$ cat config.mk
export PLATFORM = sky130hd
export DESIGN_NAME = bf16_lane_feeder
export DESIGN_NICKNAME = d
export VERILOG_FILES = /design/src/rtl/bf16_lane_feeder.sv
export SDC_FILE = /design/constraint.sdc
export NUM_CORES = 1
export LEC_CHECK = 0
export CORE_ASPECT_RATIO = 1.1
export CORE_MARGIN = 2
export CORE_UTILIZATION = 52
export CTS_BUF_LIST = sky130_fd_sc_hd__clkbuf_4 sky130_fd_sc_hd__clkbuf_8
export CTS_CLUSTER_DIAMETER = 40
export DETAILED_ROUTE_END_ITERATION = 12
export PLACE_DENSITY = 0.85
export SYNTH_ARGS = -nofsm -noshare
export SYNTH_HDL_FRONTEND = slang
export SYNTH_SLANG_ARGS = --single-unit
$ cat constraint.sdc
create_clock -name clk1 -period 2 [get_ports clk1]
set_input_delay 0.5 -clock clk1 [delete_from_list [all_inputs] [get_ports clk1]]
set_output_delay 0.5 -clock clk1 [all_outputs]
set_load 0.02 [all_outputs]
$ cat src/rtl/bf16_lane_feeder.sv
// bf16_lane_feeder: packs a serial stream of bf16 operand pairs (a,b) into
// N-lane vectors for the MAC array. A pack register collects lanes while an
// output register presents the previous vector, so a full-rate stream keeps
// flowing whenever the consumer accepts. Each vector carries cntl1 (0 = load,
// 1 = accumulate) and out_last, both captured when the vector completes.
// Operand bits pass through untouched; unfilled lanes are padded with +0.0.
module bf16_lane_feeder #(
    parameter int N = 2
) (
    input  logic              clk1,
    input  logic              rst1,
    input  logic              in_valid,
    output logic              in_ready,
    input  logic [15:0]       in_a,
    input  logic [15:0]       in_b,
    input  logic              in_last,
    output logic              out_valid,
    input  logic              out_ready,
    output logic [16*N-1:0]   a1,
    output logic [16*N-1:0]   b1,
    output logic              cntl1,
    output logic              out_last
);

    localparam int FW = (N > 1) ? $clog2(N) : 1;
    localparam logic [FW-1:0] FILL_MAX = FW'(N - 1);

    // HELD means a completed vector waits in the pack register for the output slot.
    typedef enum logic {
        PACK_FILLING = 1'b0,
        PACK_HELD    = 1'b1
    } pack_state_t;

    pack_state_t      pack_state_r, pack_state_s;
    logic [FW-1:0]    fill_r, fill_s;
    logic [16*N-1:0]  pack_a_r, pack_a_s;
    logic [16*N-1:0]  pack_b_r, pack_b_s;
    logic             pack_cntl_r, pack_cntl_s;
    logic             pack_last_r, pack_last_s;
    logic             first_r, first_s;

    logic             out_valid_s;
    logic [16*N-1:0]  a1_s, b1_s;
    logic             cntl1_s, out_last_s;

    logic             in_fire_s, out_fire_s, out_free_s, complete_s;
    logic [16*N-1:0]  vec_a_s, vec_b_s;

    // in_ready is a pure decode of the pack state, never of in_valid.
    assign in_ready   = (pack_state_r == PACK_FILLING);
    assign in_fire_s  = in_valid && in_ready;
    assign out_fire_s = out_valid && out_ready;
    assign out_free_s = !out_valid || out_ready;
    assign complete_s = in_fire_s && ((fill_r == FILL_MAX) || in_last);

    // Candidate vector: earlier lanes from the pack register, the incoming pair
    // at lane[fill], and +0.0 in every lane above it.
    always_comb begin
        vec_a_s = '0;
        vec_b_s = '0;
        for (int k = 0; k < N; k++) begin
            if (k < int'(fill_r)) begin
                vec_a_s[16*k +: 16] = pack_a_r[16*k +: 16];
                vec_b_s[16*k +: 16] = pack_b_r[16*k +: 16];
            end else if (k == int'(fill_r)) begin
                vec_a_s[16*k +: 16] = in_a;
                vec_b_s[16*k +: 16] = in_b;
            end else begin
                vec_a_s[16*k +: 16] = 16'h0000;
                vec_b_s[16*k +: 16] = 16'h0000;
            end
        end
    end

    // Next-state logic for the pack register, the first flag and the output slot.
    always_comb begin
        pack_state_s = pack_state_r;
        fill_s       = fill_r;
        pack_a_s     = pack_a_r;
        pack_b_s     = pack_b_r;
        pack_cntl_s  = pack_cntl_r;
        pack_last_s  = pack_last_r;
        first_s      = first_r;
        a1_s         = a1;
        b1_s         = b1;
        cntl1_s      = cntl1;
        out_last_s   = out_last;

        if (out_fire_s) begin
            out_valid_s = 1'b0;
        end else begin
            out_valid_s = out_valid;
        end

        case (pack_state_r)
            PACK_FILLING: begin
                if (complete_s) begin
                    fill_s  = '0;
                    first_s = in_last;
                    if (out_free_s) begin
                        // Output slot is empty or draining this cycle: no bubble.
                        out_valid_s = 1'b1;
                        a1_s        = vec_a_s;
                        b1_s        = vec_b_s;
                        cntl1_s     = !first_r;
                        out_last_s  = in_last;
                    end else begin
                        pack_state_s = PACK_HELD;
                        pack_a_s     = vec_a_s;
                        pack_b_s     = vec_b_s;
                        pack_cntl_s  = !first_r;
                        pack_last_s  = in_last;
                    end
                end else if (in_fire_s) begin
                    fill_s   = fill_r + FW'(1);
                    pack_a_s = vec_a_s;
                    pack_b_s = vec_b_s;
                end else begin
                    fill_s = fill_r;
                end
            end
            PACK_HELD: begin
                if (out_fire_s) begin
                    pack_state_s = PACK_FILLING;
                    out_valid_s  = 1'b1;
                    a1_s         = pack_a_r;
                    b1_s         = pack_b_r;
                    cntl1_s      = pack_cntl_r;
                    out_last_s   = pack_last_r;
                end else begin
                    pack_state_s = PACK_HELD;
                end
            end
            default: begin
                pack_state_s = PACK_FILLING;
            end
        endcase
    end

    // State and output registers; reset discards partial and held vectors.
    always_ff @(posedge clk1) begin
        if (rst1) begin
            pack_state_r <= PACK_FILLING;
            fill_r       <= '0;
            pack_a_r     <= '0;
            pack_b_r     <= '0;
            pack_cntl_r  <= 1'b0;
            pack_last_r  <= 1'b0;
            first_r      <= 1'b1;
            out_valid    <= 1'b0;
            a1           <= '0;
            b1           <= '0;
            cntl1        <= 1'b0;
            out_last     <= 1'b0;
        end else begin
            pack_state_r <= pack_state_s;
            fill_r       <= fill_s;
            pack_a_r     <= pack_a_s;
            pack_b_r     <= pack_b_s;
            pack_cntl_r  <= pack_cntl_s;
            pack_last_r  <= pack_last_s;
            first_r      <= first_s;
            out_valid    <= out_valid_s;
            a1           <= a1_s;
            b1           <= b1_s;
            cntl1        <= cntl1_s;
            out_last     <= out_last_s;
        end
    end

endmodule

Word-level counts from Yosys, hierarchy flattened
Index checks and enable logic that the tools add are counted.
- latch bits: 0
- bits in registers: 136
- memory bits (writable): 0
- output and inout port bits: 68
- memories: 0
- input bits: 37
- word-level logic and storage cells: 72
- bits in read-only memories: 0
- $mul: 0
- equal/unequal tests: 4
- shifts and indexed selects: 0
- mux-type cells: 39
- add/sub/neg operators: 1
- reduce and logical (&&, ||, !) cells: 13
- bitwise operators: 2
- $lt $le $gt $ge: 1
- divide/modulo/power cells: 0
- operators with widths (kind ; number):
    $mux 32 ; 12
    $pmux 32 s2 ; 2
    $mux 16 ; 6
    $mux 1 ; 15
    $reduce_and 3->1 ; 3
    $pmux 1 s2 ; 4
    $ne 2x1->1 const B ; 3
    $reduce_and 2->1 ; 2
    $logic_and 1x1->1 ; 3
    $logic_not 1->1 ; 2
    $logic_or 1x1->1 ; 2
    $ne 2x2->1 const B ; 1
    $not 1->1 ; 2
    $reduce_bool 2->1 ; 1
    $add 1x1->1 const B ; 1
    $lt 1x1->1 const A ; 1

Depth between registers and ports, before layout
Gate-level depths: netlist of the first run.
- word-level depth: 5
- mapped depth: 7

Worst setup path after synthesis of the first run
Ideal clock, no wire load.
- path type: in2reg
- start point: input in_valid
- end point: register a1[0]
- setup time: 0.091 ns
- setup slack: 0.459 ns
- data required time: 1.909 ns
- stages: 7
- data arrival time: 1.450 ns
- cells stage by stage: nor2b_1 -> buf_2 -> o21ai_1 -> a21oi_2 -> buf_4 -> buf_4 -> a311oi_1
- cells in the longest elaborated chain, start to end: 4
- ends and longest elaborated chain (what ; RTL line ; RTL):
    start, declared ; 12 ; input logic in_valid,
    $logic_and 1x1->1 ; 51 ; assign in_fire_s = in_valid && in_ready;
    $logic_and 1x1->1 ; 54 ; assign complete_s = in_fire_s && ((fill_r == FILL_MAX) || in_last);
    $ne 2x1->1 (no line) ; -- ;
    $reduce_and 3->1 (no line) ; -- ;
    end signal, assigned ; 164 ; a1 <= a1_s;
    end, declared ; 19 ; output logic [16*N-1:0] a1,
Every way passes these cells.
A chain may end at the register's enable or synchronous reset.

Worst setup path after layout of the first run
- start point: register a1[30]
- end point: output a1[30]
No word-level cell between the ends.

==> results of run 1 <==
tightest hold or removal path, cell delays in order (launching register included):
cell and delay [ps]:
dfxtp_1 310, nand2_1 50, a21oi_1 50
final timing paths:
| kind | start | end | slack (ps) | depth (start not counted) |
|---|---|---|---|---|
| max | a1[30]$_SDFFE_PP0P_ | a1[30] | 20 | 1 |
| min reg2reg | pack_b_r[3]$_SDFFE_PP0P_ | pack_b_r[3]$_SDFFE_PP0P_ | 450 | 2 |
| min | pack_b_r[3]$_SDFFE_PP0P_ | pack_b_r[3]$_SDFFE_PP0P_ | 450 | 2 |
| max reg2reg | pack_state_r$_SDFF_PP0_ | a1[1]$_SDFFE_PP0P_ | 410 | 5 |
timing repair:
action / CTS / global route
gates resized for setup: 2 / 1
endpoints found under the setup margin: 2 / 1
pin swaps: 0 / 0
per-stage QoR:
stage | setup slack [ps] | setup TNS (ps) | hold slack (ps) | util, %
after floorplan | 459 | 0 | 432 | -
after global placement | -35.5 | -912 | 438 | 64.7
after detailed placement | -160 | -7230 | 443 | 64.7
after CTS | 6.43 | 0 | 450 | 68.3
after global routing | 1.63 | 0 | 474 | 68.3
final | 24.1 | 0 | 453 | 68.3
report_power, final:
part	total [mW]	internal (mW)	leakage, nW	switching, mW
Sequential	2.96	2.87	1.11	0.0984
Clock	2.21	1.10	0.176	1.11
Combinational	1.19	0.513	1.32	0.677
registers in the layout, summed over array words and instances (netlist names), 32 cells and up:
| name | cells |
|---|---|
| a1 | 32 |
| b1 | 32 |
| pack_a_r | 32 |
| pack_b_r | 32 |
cell families after synthesis:
kind of cell           share of synthesized area (%)
AOI/OAI and AO/OA                               28.0
buffers and inverters                           6.62
DFF                                             47.9
muxes                                          0.528
and+or+nand+nor                                 16.9
per-layer routing:
layer	vias up	track usage, %	part of all wire, %
met2	276	47.5	50
met1	2690	32.7	40
met5	-	0	0
li1	2694	-	-
met4	0	14.1	2.5
met3	48	6.23	8.1
area by class of cell:
class,count,area [µm²]
Tap cell,147,184
Multi-Input combinational cell,483,2640
Clock buffer,17,234
Fill cell,847,3430
Sequential cell,136,2730
Timing Repair Buffer,141,1430
Inverter,3,11.3
Clock inverter,15,154
layout by cell type (no fill, tap or decap), types with 2 or more instances in the layout:
master           instances
clkinvlp_4               7
clkdlybuf4s50_1        100
nor2_1                   5
inv_1                    3
a311oi_1                32
clkinv_2                 3
buf_12                   9
o21ai_1                  2
o21ai_0                 34
clkbuf_8                17
dfxtp_2                  2
buf_4                   29
a211oi_1                35
nand2_1                131
dfxtp_1                134
nand2b_1                 2
mux2i_1                  3
nand4_1                 32
a21oi_1                163
dlygate4sd2_1            2
nor2b_4                  2
bufinv_16                2
o21ai_4                  2
and3_1                  32
inv_6                    2
==> metrics.txt, run 1 <==
Max-slew headroom=between 60% and 70%; placed cells=910; P per Cell Area=862 nW/µm²; Routed WL per cell=between 15 and 20 µm; Final period util=around 99%; Leakage=about 2.6 nW; VDD IR max=between 0.0005 and 0.0006 V; top cells by count, synth=163 x a21oi_1, 136 x dfxtp_1, 131 x nand2_1; Post-synth ARST share=0%; Worst Skew=~5.6 ps; clock tree buffer depth=2; vias in the first global route=5496; share of cells above drive strength 1=between 10% and 20%; largest stage delay on the critical path=between 600 and 700 ps; top post-synthesis cells by area=dfxtp_1 48%, a21oi_1 14%, nand2_1 8.6%, a311oi_1 4.9%, a211oi_1 4.6%; final setup violation count=0; Vias/cell=6.06; root buf cell=clkbuf_8; number of synthesized flops with an enable pin=0; Critical-path top delay cell=clkdlybuf4s50_1; Post-Synthesis Cells=700; Initial DRT Pass Iterations=5; CTS Sinks=136; Core Area=10800 µm²; Arr. time, crit path=about 1500 ps; total number of vias=between 5000 and 6000; I/O Buffers=roughly 100; cts hold-fix bufs=0; Initial Util=between 50% and 60%; initial antenna violation count=0; antenna cells=0; drt drc=0; Worst setup EP type=primary output; Syn. warnings=0; post-route cell area=7380 µm²; Synth Net Count=~740; f_max=506 MHz; CP Buf/Inv Count=1; placed instance area=6990 µm²; Crit path max-delay family=buffers and inverters; initial drt markers=just over 400; worst path cell trace=clkdlybuf4s50_1; total power=~6.4 mW; Hold Vio Cnt, Final=0; area fraction of the dominant cell type after synthesis=47.9%; die width=between 100 and 150 µm; Critical Path Fanout Max=2; Chip Height=about 110 µm; RSZ-0062 raised after global routing=false; fin. max-slew vios=0; DP Wirelength=approximately 10000 µm; count leader, synth=a21oi_1; ys flop type=dfxtp_1; Synth Register Bits=roughly 140; CTS Buf Count=17; die area=11800 µm²; H-tree depth=4; drt total wl=between 15000 and 20000 µm; Synth cell types=26; gr usage total=27.6%; Post-CTS Setup Inserts=0; Nets=819; Layout Area Growth over Synthesis=29.8%; Clock Latency Late Sink=450 ps; CP Class=register to primary output; cell type with the largest total area after synthesis=dfxtp_1; CTS tree=done; clk slew on worst S/H paths=~80 ps; sequential element share of the synthesized area=between 40 and 50%; Final Non-Filler Cells=942; gr ovfl total=0; routability cong.=around 0.8; Min-Delay Path Class=register to register; pin count of the biggest net entering global routing=63; row count=40; crit path launch type=register; first-pass GRT wire length=roughly 27000 µm; mean post-synth cell area=8.12 µm²; mapped cell area=around 5700 µm²; post-route antenna net violation count=0; Max Cap Violations=0; # IOs=roughly 110; crit path time final=1980 ps; status=finished, final reports clean; CP required=1500 ps; Slew @ Worst Pin=543 ps
(Power assumes the default switching activity.)
==> run 2, diff against run 1 <==
Settings changed: CAP_MARGIN from default to 20, SKIP_CTS_REPAIR_TIMING from default to 1.
==> run 2 against run 1 <==
Compared with the run above:
- global-route usage stayed put
- sequential cell count unchanged
- worst setup slack better by 8.0 ps
- sequential power barely moved
==> metrics.txt, run 2 (synthesis gave the netlist of run 1 again) <==
status=finished, final reports clean; DP Wirelength=10500 µm; root buf cell=clkbuf_8; CTS Buf Count=17; Worst setup EP type=primary output; post-route cell area=7390 µm²; Clock Latency Late Sink=about 450 ps; CTS Sinks=around 140; Routed WL per cell=~17 µm; # IOs=around 110; Fill cells=around 840; share of cells above drive strength 1=just over 10%; initial drt markers=roughly 420; f_max=around 510 MHz; worst path cell trace=clkdlybuf4s50_1; fin. max-slew vios=0; Final period util=between 90% and 100%; leading cell types in the layout, fill and taps excluded=163 x a21oi_1, 134 x dfxtp_1, 131 x nand2_1, 100 x clkdlybuf4s50_1, 35 x a211oi_1; H-tree depth=4; Max-slew headroom=around 65%; CP Class=register to primary output; die width=104 µm; pin count of the biggest net entering global routing=63; placed instance area=roughly 7000 µm²; Leakage=about 2.6 nW; most common cell after layout, fill and taps aside=a21oi_1; vias in the first global route=approximately 5500; total number of vias=5751; antenna cells=0; clock tree buffer depth=2; die area=11800 µm²; CP Buf/Inv Count=1; gr ovfl total=0; drt drc=0; first-pass GRT wire length=26500 µm; Initial Util=~53%; Vias/cell=about 6; Layout Area Growth over Synthesis=30.0%; RSZ-0062 raised after global routing=false; final setup violation count=0; CP required=around 1500 ps; Critical-path top delay cell=clkdlybuf4s50_1; Initial DRT Pass Iterations=5; gr usage total=between 20% and 30%; Slew @ Worst Pin=around 530 ps; Nets=~800; Max Cap Violations=0; initial antenna violation count=0; Critical Path Fanout Max=2; placed cells=910; VDD IR max=around 0.0005 V; Crit path max-delay family=buffers and inverters; clk slew on worst S/H paths=approximately 80 ps; drt total wl=16200 µm; Chip Height=roughly 110 µm; crit path launch type=register; post-route antenna net violation count=0; Arr. time, crit path=between 1000 and 1500 ps; CTS tree=done; Final Non-Filler Cells=roughly 940; P per Cell Area=between 800 and 900 nW/µm²; I/O Buffers=104; Hold Vio Cnt, Final=0; row count=40; crit path time final=roughly 2000 ps; total power=around 6.4 mW; Min-Delay Path Class=register to register; Core Area=roughly 11000 µm²; largest stage delay on the critical path=around 670 ps; R2R Setup Slk=~430 ps; Worst Skew=about 5.3 ps; routability cong.=roughly 0.80
## run 2: changes by cell type in the layout (fill, tap and decap cells not counted)
cell and change:
dfxtp_2 -1, dlygate4sd2_1 -2, dfxtp_4 +1, dlymetal6s2s_1 +2
## run 2: worst paths after layout
kind	start	endpoint	cells after the start
max	a1[30]$_SDFFE_PP0P_	a1[30]	1
min	pack_b_r[3]$_SDFFE_PP0P_	pack_b_r[3]$_SDFFE_PP0P_	2
max reg2reg	pack_state_r$_SDFF_PP0_	a1[1]$_SDFFE_PP0P_	5
min reg2reg	pack_b_r[3]$_SDFFE_PP0P_	pack_b_r[3]$_SDFFE_PP0P_	2
## run 2: layer usage
metal,wire [µm],global-route usage (%)
met5,0,0
met1,6450,32.7
met3,1340,6.23
met2,8140,47.5
met4,317,14.1
## run 2: power breakdown
group	switching [mW]	total, mW	leakage (nW)	internal [mW]
registers	0.0979	2.96	1.11	2.86
clock network	1.10	2.20	0.176	1.10
logic	0.678	1.19	1.33	0.515
total	1.87	6.36	2.62	4.48
## run 2: area by class of cell
cell class              instances  area (µm²)  area share [%]
clock buffers                  17         234            3.17
inverters                       3        11.3           0.152
flip-flops and latches        136        2730            36.9
multi-input cells             483        2640            35.8
clock inverters                15         154            2.08
repair buffers                141        1440            19.4
well taps                     147         184            2.49
## run 2: metrics by stage
stage                     TNS (ps)  hold WS (ps)  util (%)  worst slack, ps
after floorplan                  0           432         -              459
after global placement        -912           438      64.7            -35.5
after detailed placement     -7230           443      64.7             -160
after CTS                     -146           450      68.3            -93.0
after global routing             0           474      68.4             1.63
final                            0           453      68.4             32.1
==> run 3, diff against run 2 <==
Settings changed: ABC_CLOCK_PERIOD_IN_PS from default to 1750, CORE_UTILIZATION 52 to 49.
Clock period 2 ns to 1.75 ns, I/O delays scaled along.
==> run 3 against run 2 <==
Compared with the run above:
- sequential cell count unchanged
- sequential power increased by 14%
- largest cell class unchanged
- final cell count increased by 0.85%
- global-route usage increased by 0.26 points
- first-iteration DRC count increased by 71%
- cell area increased by 4.2%
- register-to-register slack got worse by 320 ps
- clock power increased by 42%
- critical path type is now input pin to register
==> metrics.txt, run 3 (synthesis gave the netlist of run 1 again) <==
Initial DRT Pass Iterations=5; total power=7.87 mW; crit path launch type=input pin; routability cong.=between 0.8 and 0.9; register area=between 2000 and 3000 µm²; total number of vias=5915; Hold Vio Cnt, Final=0; Max-slew headroom=between 60% and 70%; Max Cap Violations=0; initial drt markers=approximately 710; VDD IR max=approximately 0.00048 V; Core Area=between 10000 and 15000 µm²; post-route cell area=between 7000 and 8000 µm²; Chip Height=117 µm; f_max=just under 600 MHz; Clock Latency Late Sink=roughly 450 ps; Fill cells=roughly 850; Vias/cell=6.23; Arr. time, crit path=slightly above 2000 ps; vias in the first global route=~5500; WHS=between 400 and 500 ps; crit path time final=around 1700 ps; Worst setup EP type=register; fin. max-slew vios=0; clk slew on worst S/H paths=~80 ps; die width=roughly 110 µm; Metal-1 WL=6870 µm; Nets=around 800; antenna cells=0; pin count of the biggest net entering global routing=75; Initial Util=around half; leading cell types in the layout, fill and taps excluded=163 x a21oi_1, 134 x dfxtp_1, 131 x nand2_1, 68 x dlymetal6s2s_1; drt total wl=17500 µm; Leakage=roughly 3.8 nW; Min-Delay Path Class=register to register; gr usage total=between 20% and 30%; CTS tree=done; share of cells above drive strength 1=a little over a tenth; area of the multi-input gates=between 2000 and 3000 µm²; status=finished, final reports clean; gr ovfl total=0; P per Cell Area=1020 nW/µm²; root buf cell=clkbuf_8; met3 WL=approximately 1700 µm; H-tree depth=4; # IOs=approximately 110; Worst Skew=between 9 and 10 ps; placed instance area=7050 µm²; post-route antenna net violation count=0; most common cell after layout, fill and taps aside=a21oi_1; clock tree buffer depth=2; CTS Sinks=136; I/O Buffers=around 100; met2 WL post-DR=between 8000 and 9000 µm; CP required=approximately 2100 ps; Final Non-Filler Cells=between 900 and 1000; die area=12500 µm²; placed cells=between 900 and 1000; DP Wirelength=11000 µm; drt drc=0; final setup violation count=0; row count=41; CP Class=input pin to register; CTS Buf Count=17; Layout Area Growth over Synthesis=35.5%; Routed WL per cell=between 15 and 20 µm; Critical Path Fanout Max=40; initial antenna violation count=0; DR top layer=met4; RSZ-0062 raised after global routing=false; Finished Core Util=67.6%; Slew @ Worst Pin=a little under 600 ps; Final period util=just under 100%; first-pass GRT wire length=27500 µm
## run 3: changes by cell type in the layout (fill, tap and decap cells not counted), moves of 2 or more
cell	before	now
clkdlybuf4s50_1	100	35
dlymetal6s2s_1	3	68
clkinvlp_4	7	1
buf_12	9	13
bufinv_16	2	6
inv_6	2	0
nor2b_2	0	2
nor2b_4	2	0
## run 3: layout make-up
class	count	area share, %
well taps	150	2.44
clock buffers	19	3.31
flip-flops and latches	136	35.4
inverters	3	0.146
multi-input cells	483	33.9
clock inverters	13	2.92
repair buffers	146	21.9
## run 3: layer usage
layer	global-route usage [%]	vias up
li1	-	2705
met1	35.9	2761
met2	45.1	394
met3	4.82	55
met4	14.9	0
met5	0	-
## run 3: path summary, 6_finish.rpt
kind,start,end,slack [ps],cells past startpoint
worst min-delay path,pack_b_r[9]$_SDFFE_PP0P_,pack_b_r[9]$_SDFFE_PP0P_,450,2
worst max register to register,fill_r$_SDFFE_PP0P_,b1[14]$_SDFFE_PP0P_,110,5
worst min register to register,pack_b_r[9]$_SDFFE_PP0P_,pack_b_r[9]$_SDFFE_PP0P_,450,2
worst max-delay path,in_last,b1[14]$_SDFFE_PP0P_,40,7
## run 3: critical path, stage by stage
cell,delay (ps)
clkdlybuf4s50_1,480
nor2_1,50
buf_4,150
o21ai_4,190
buf_12,230
a21oi_1,130
a311oi_1,350
## run 3: per-stage QoR
step	worst slack [ps]	TNS [ps]
finish	43.1	0
global route	4.32	0
CTS	-256	-8180
detailed placement	-344	-29510
global placement	-246	-23250
floorplan	271	0
## run 3: power breakdown
| group | leakage [nW] | internal, mW | switching (mW) |
|---|---|---|---|
| clock network | 0.243 | 1.89 | 1.23 |
| registers | 1.11 | 3.28 | 0.109 |
| logic | 2.41 | 0.578 | 0.796 |
| total | 3.76 | 5.74 | 2.13 |
